===== src/rtl/fetch_stage.sv =====
// Instruction fetch stage: one outstanding imem request, an output register and
// a one-entry skid buffer, with redirect/flush handling of in-flight reads.
module fetch_stage #(
  parameter int unsigned          REGI_SIZE = 16,
  parameter logic [REGI_SIZE-1:0] RESET_PC  = '0
) (
  input  logic                 clk_i,
  input  logic                 rst_ni,
  input  logic                 stall_i,
  input  logic                 redirect_i,
  input  logic [REGI_SIZE-1:0] redirect_pc_i,
  output logic                 imem_req_o,
  output logic [REGI_SIZE-1:0] imem_addr_o,
  input  logic                 imem_ack_i,
  input  logic [REGI_SIZE-1:0] imem_data_i,
  output logic                 valid_o,
  output logic [REGI_SIZE-1:0] instr_o,
  output logic [REGI_SIZE-1:0] next_pc_o
);

  typedef enum logic [1:0] {FETCH, SKID, FLUSH} state_t;

  state_t               state;
  logic [REGI_SIZE-1:0] pc;
  logic [REGI_SIZE-1:0] target;
  logic [REGI_SIZE-1:0] skid_instr;
  logic [REGI_SIZE-1:0] skid_next_pc;
  logic [REGI_SIZE-1:0] pc_inc;
  logic                 ack;
  logic                 out_free;
  logic                 consumed;

  // An ack only counts against a request actually on the bus, so acks seen
  // during reset or in SKID are ignored.
  assign ack         = imem_ack_i & imem_req_o;
  assign out_free    = ~valid_o | ~stall_i;
  assign consumed    = valid_o & ~stall_i;
  assign pc_inc      = pc + REGI_SIZE'(1);
  assign imem_addr_o = pc;

  always_ff @(posedge clk_i or negedge rst_ni) begin
    if (!rst_ni) begin
      state        <= FETCH;
      pc           <= RESET_PC;
      target       <= '0;
      skid_instr   <= '0;
      skid_next_pc <= '0;
      imem_req_o   <= 1'b0;
      valid_o      <= 1'b0;
      instr_o      <= '0;
      next_pc_o    <= '0;
    end else begin
      imem_req_o <= 1'b1;
      unique case (state)
        FETCH: begin
          if (redirect_i) begin
            valid_o <= 1'b0;
            // With no request on the bus (first cycle out of reset) there is
            // nothing to flush, so the target can be issued directly.
            if (ack || !imem_req_o) begin
              pc <= redirect_pc_i;
            end else begin
              target <= redirect_pc_i;
              state  <= FLUSH;
            end
          end else if (ack) begin
            pc <= pc_inc;
            if (out_free) begin
              instr_o   <= imem_data_i;
              next_pc_o <= pc_inc;
              valid_o   <= 1'b1;
            end else begin
              skid_instr   <= imem_data_i;
              skid_next_pc <= pc_inc;
              imem_req_o   <= 1'b0;
              state        <= SKID;
            end
          end else if (consumed) begin
            valid_o <= 1'b0;
          end
        end
        SKID: begin
          if (redirect_i) begin
            valid_o <= 1'b0;
            pc      <= redirect_pc_i;
            state   <= FETCH;
          end else if (!stall_i) begin
            instr_o   <= skid_instr;
            next_pc_o <= skid_next_pc;
            state     <= FETCH;
          end else begin
            imem_req_o <= 1'b0;
          end
        end
        FLUSH: begin
          if (ack) begin
            pc    <= redirect_i ? redirect_pc_i : target;
            state <= FETCH;
          end else if (redirect_i) begin
            target <= redirect_pc_i;
          end
        end
        default: state <= FETCH;
      endcase
    end
  end

endmodule

===== config.mk =====
export PLATFORM = sky130hd
export DESIGN_NAME = fetch_stage
export DESIGN_NICKNAME = d
export VERILOG_FILES = /design/src/rtl/fetch_stage.sv
export SDC_FILE = /design/constraint.sdc
export NUM_CORES = 1
export LEC_CHECK = 0
export ABC_AREA = 1
export ABC_CLOCK_PERIOD_IN_PS = 1480
export BUFFER_PORTS_ARGS = -buffer_cell sky130_fd_sc_hd__buf_4
export CAP_MARGIN = 25
export CORE_MARGIN = 1
export CORE_UTILIZATION = 35
export CTS_BUF_LIST = sky130_fd_sc_hd__clkbuf_4 sky130_fd_sc_hd__clkbuf_8
export DETAILED_ROUTE_END_ITERATION = 10
export GPL_TIMING_DRIVEN = 0
export PLACE_DENSITY = 0.61
export SLEW_MARGIN = 0
export SYNTH_ARGS = -nofsm -noshare
export SYNTH_HDL_FRONTEND = slang
export SYNTH_SLANG_ARGS = --single-unit

===== constraint.sdc =====
create_clock -name clk_i -period 1.48 [get_ports clk_i]
set_input_delay 0.296 -clock clk_i [delete_from_list [all_inputs] [get_ports clk_i]]
set_output_delay 0.296 -clock clk_i [all_outputs]
set_load 0.01 [all_outputs]

Yosys cells after proc, flatten, opt, wreduce, memory -nomap -nowiden
Cells that the tools add are included.
{"block": "op_classes", "add_sub_neg": 1, "muxes": 43, "n_eq_ne": 19, "reduce_logical": 12, "bitwise_logic": 7}
{"cell": "2-to-1 mux 16 bit", "count": 19}
{"cell": "one-hot mux 16 bit (2 select lines)", "count": 3}
{"cell": "one-hot mux 16 bit (3 select lines)", "count": 1}
{"cell": "inequality test 2 bit, second input constant", "count": 10}
{"cell": "adder 16 x 1 -> 16 bit, second input constant", "count": 1}
{"cell": "inequality test 3 bit, second input constant", "count": 5}
{"cell": "2-to-1 mux 2 bit", "count": 7}
{"cell": "AND reduction 4 bit", "count": 3}
{"cell": "2-to-1 mux 1 bit", "count": 10}
{"cell": "AND reduction 5 bit", "count": 2}
{"cell": "inequality test 4 bit, second input constant", "count": 2}
{"cell": "one-hot mux 2 bit (3 select lines)", "count": 1}
{"cell": "AND reduction 6 bit", "count": 1}
{"cell": "inverter 1 bit", "count": 4}
{"cell": "one-hot mux 1 bit (2 select lines)", "count": 2}
{"cell": "nonzero test 2 bit", "count": 2}
{"cell": "nonzero test 3 bit", "count": 1}
{"cell": "bitwise AND 1 bit", "count": 2}
{"cell": "== test 2 x 1 -> 1 bit, second input constant", "count": 1}
{"cell": "== test 2 bit, second input constant", "count": 1}
{"cell": "logical NOT 2 bit", "count": 1}
{"cell": "logical NOT 1 bit", "count": 1}
{"cell": "logical OR 1 bit", "count": 1}
{"cell": "OR 1 bit", "count": 1}
{"block": "word_totals", "reg_bits": 100, "wordCells": 91, "in_bits": 37}

Longest topological paths before layout
{"block": "depth", "depth_word": 6, "mapped_depth": 11, "mapped_depth_nobuf": 10}

Least setup slack after synthesis
OpenSTA, ideal clock, no wires.
{"block": "synth_timing", "path_type": "register -> register", "start": "register state[0]", "end": "register instr_o[10]", "setup_slack_ns": -0.060, "stages_incl_launch_ff": 9, "t_arrival_ns": 1.410, "synth_period_minus_slack_ns": 1.540, "path_cell_list": "dfrtp_1 > inv_1 > ha_1 > nor2_1 > nor2_2 > nand3_4 > inv_4 > buf_2 > a31oi_1"}
{"block": "synth_via", "elab_chain_len": 3}
{"item": "start, declared", "line_no": "23", "rtl": "state_t state;"}
{"item": "start signal, assigned", "line_no": "43", "rtl": "state <= FETCH;"}
{"item": "start signal, assigned", "line_no": "64", "rtl": "state <= FLUSH;"}
{"item": "start signal, assigned", "line_no": "76", "rtl": "state <= SKID;"}
{"item": "== test 2 x 1 -> 1 bit or logical NOT 2 bit (tied branches)", "line_no": "54", "rtl": "unique case (state)"}
{"item": "inequality test 2 bit (no source line) or nonzero test 2 bit (tied branches)"}
{"item": "AND reduction 6 bit (no source line)"}
{"item": "end signal, assigned", "line_no": "69", "rtl": "instr_o <= imem_data_i;"}
{"item": "end signal, assigned", "line_no": "88", "rtl": "instr_o <= skid_instr;"}
{"item": "end, declared", "line_no": "17", "rtl": "output logic [REGI_SIZE-1:0] instr_o,"}
Several ways; a longest one is shown, not always the timed one.
A chain may end at the register's enable or synchronous reset.

Final worst setup path
{"block": "layout_timing", "start": "register state[0]", "end": "register instr_o[13]"}
The elaborated chain is that of the path after synthesis.

==> results by group <==
Timing
  – Setup TNS: -10.36 ns
  – Final-report hold violation count: 0
  – Hold_ws: 0.0984 ns
  – Minimum clock period: 1.70 ns
  – Worst Max-Slew Pin Slew: 0.595 ns
  – Layout Skew: 0.0164 ns
  – Post-route setup slack: -0.219 ns
  – Slew HR: 60.3%
  – Slew Limit Fails: 0
  – FMAX: 589 MHz
  – RSZ-0062 raised after global routing: true
  – Setup Viol. Count Final: 95
  – Fin crit share: 115%

Die
  – Std cell rows: 44
  – Die Wd: 125 µm
  – Initial core utilization: 36.3%
  – Die height: 125 µm
  – Die area: 0.0157 mm²
  – I/O Pins: 87
  – Core box area: 0.0147 mm²

Global routing
  – Largest net degree at the start of global routing: 72
  – Total track usage: 21.2%
  – GR Overflow Total: 0
  – Vias in the first global route: 5123
  – First-pass GRT wire length: 26100 µm
  – Initial antenna violation count: 0

Run status
  – Failing checks: DRC, setup timing
  – Status: finished, violations left

Layout
  – Area grow syn2layout: 40.3%
  – Fill count: 1431
  – Most frequent cells in the layout: 309 x nand2_1, 105 x buf_4, 93 x dfrtp_1, 33 x a21oi_1, 32 x nor2_1
  – Most common cell after layout, fill and taps aside: nand2_1
  – Share of layout cells above drive strength 1: 32.8%
  – Diode count: 0
  – # nets final: 904
  – Final instance area: 0.00748 mm²

Logic synthesis
  – Synth Area in Compound Gates: 12.2%
  – Mux contribution to synthesized area: 0%
  – Synth warn: 0
  – XOR/XNOR Fraction of Synth Area: 1.15%
  – Post-synthesis cell count: 737
  – #FFs+latches synth: 100
  – Post-Syn Nets: 778
  – Seq/Total Area, Yosys: 46.9%
  – Cell Area, Synth: 0.00533 mm²
  – Average cell area after synthesis: 7.23 µm²
  – Adder-cell share of the synthesized area: 0.939%
  – Post-synthesis simple-gate area fraction: 32.5%
  – Largest family of logic cells by synthesized area: simple AND/OR/NAND/NOR gates
  – Synth cell types: 29

Worst setup path
  – Worst EP arrival: 1.99 ns
  – Max Fanout on Critical Path: 6
  – Nature of the critical path endpoint: flip-flop
  – Crit path kind: reg -> reg
  – Req. time, crit path: 1.77 ns
  – Crit path launch type: flip-flop

Routing
  – Residual DRC: 12
  – Post-Route WL: 16300 µm
  – 1st-pass router iterations: 8
  – Post-DR vias/cell: 5.04
  – WL per Instance: 15.5 µm
  – DRT iter0 DRCs: 360
  – Vias: 5300
  – Antenna Nets Post-Route: 0

Place
  – Dpl ws: -0.466 ns
  – DP Area: 0.00625 mm²
  – Routability cong.: 0.853
  – DP HPWL: 11100 µm
  – Port bufs: 86

Power
  – Pleak: 3.67 nW
  – Power density cells: 2190 mW/mm²
  – Max IR drop VDD: 1.22 mV
  – Total power: 16.4 mW

Min path
  – HP Class: in -> reg

Clock network
  – Num CTS Buffers: 9
  – Clock Tree Buf Depth: 2
  – Clock Sinks: 100
  – Skew-Pair Late Insertion Delay: 0.40 ns
  – Root Buffer: clkbuf_8
  – Maximum level of the CTS H-tree: 3
  – Clk slew on worst S/H paths: 0.11 ns
  – TritonCTS clock tree: done

Run
  – Max cap viols: 0
-- flip-flops by register name, indices dropped and copies added, names as in the netlist, 2 cells and up --
| register | count |
|---|---|
| next_pc_o | 16 |
| instr_o | 16 |
| target | 16 |
| imem_addr_o | 16 |
| state | 2 |
| skid_instr | 16 |
| skid_next_pc | 16 |
-- area by class of cell --
cell class	count	area, µm²	share of cell area (%)
buffer	37	394	5.27
clock buffer	10	138	1.84
clock inverter	6	62.6	0.836
inverter	32	140	1.87
multi-input combinational	567	3020	40.4
sequential	100	2510	33.6
tap	184	230	3.08
timing repair buffer	116	983	13.1
-- stage by stage --
stage / util, % / std cells
final: 50.9 / 1052
after global routing: 50.9 / 1052
after CTS: 47.5 / 1047
after detailed placement: 42.6 / 1008
after global placement: 42.4 / 1007
after floorplan: - / 737
-- worst max-delay path: stages (launching register included) --
cell and delay, ns:
dfrtp_1 0.43, inv_2 0.08, ha_4 0.20, nor2_4 0.15, nor2_4 0.06, nand3_4 0.15, clkinv_8 0.10, buf_6 0.12
buf_8 0.13, nor2_4 0.13, a31oi_4 0.04
-- where the power goes --
group / total, mW / internal, mW / switching [mW]
clock network: 1.82 / 0.705 / 1.12
logic: 9.47 / 4.30 / 5.17
registers: 5.11 / 4.03 / 1.08
-- what timing repair did --
action | CTS | global route
gates resized for setup | 110 | 137
hold buffers | 1 | 0
pin swaps | 12 | 18
endpoints found under the setup margin | 99 | 99
cloned | 7 | 2
setup buffers | 16 | 6
endpoints found under the hold margin | 29 | 0
-- cell usage after synthesis (all sizes together) --
cell | number | area share [%]
a21boi | 13 | 1.8
a21oi | 42 | 3.9
a31oi | 19 | 2.2
buf | 26 | 3.1
clkbuf | 12 | 0.84
dfrtp | 100 | 47
ha | 4 | 0.94
inv | 32 | 2.3
nand2 | 331 | 23
nand3 | 34 | 3.5
nand4 | 3 | 0.35
nor2 | 70 | 5.1
nor3 | 1 | 0.19
o2111ai | 1 | 0.16
o211ai | 1 | 0.14
o21ai | 40 | 3.8
o21bai | 1 | 0.14
xnor2 | 4 | 0.66
xor2 | 3 | 0.49
-- routing by layer --
metal / wire [µm] / vias up / global-route usage [%]
met5: 0 / - / 0
met4: 276 / 0 / 5.74
met3: 777 / 21 / 3.81
met2: 7550 / 130 / 34.3
met1: 7740 / 2539 / 28.9
li1: - / 2610 / -
-- kinds of logic (layout without fill, tap and decap cells) --
family                     Yosys count  count (layout)
DFF                                100             100
buffers and inverters               70             201
and+or+nand+nor                    439             439
xor gates and xnor gates             7               7
adders and majority gates            4               4
AOI/OAI and AO/OA                  117             117
-- worst paths after layout --
check / from / slack, ns / cells past startpoint / to
setup / recovery: state[0] / -0.22 / 10 / instr_o[13]
min in group asynchronous: rst_ni / 0.36 / 2 / state[1]
hold reg to reg: skid_instr[0] / 0.49 / 2 / skid_instr[0]
max in group asynchronous: rst_ni / 0.38 / 3 / imem_addr_o[7]
setup reg to reg: state[0] / -0.22 / 10 / instr_o[13]
hold / removal: imem_data_i[1] / 0.1 / 3 / skid_instr[1]
Note: power is estimated with default switching activity, not from simulation.
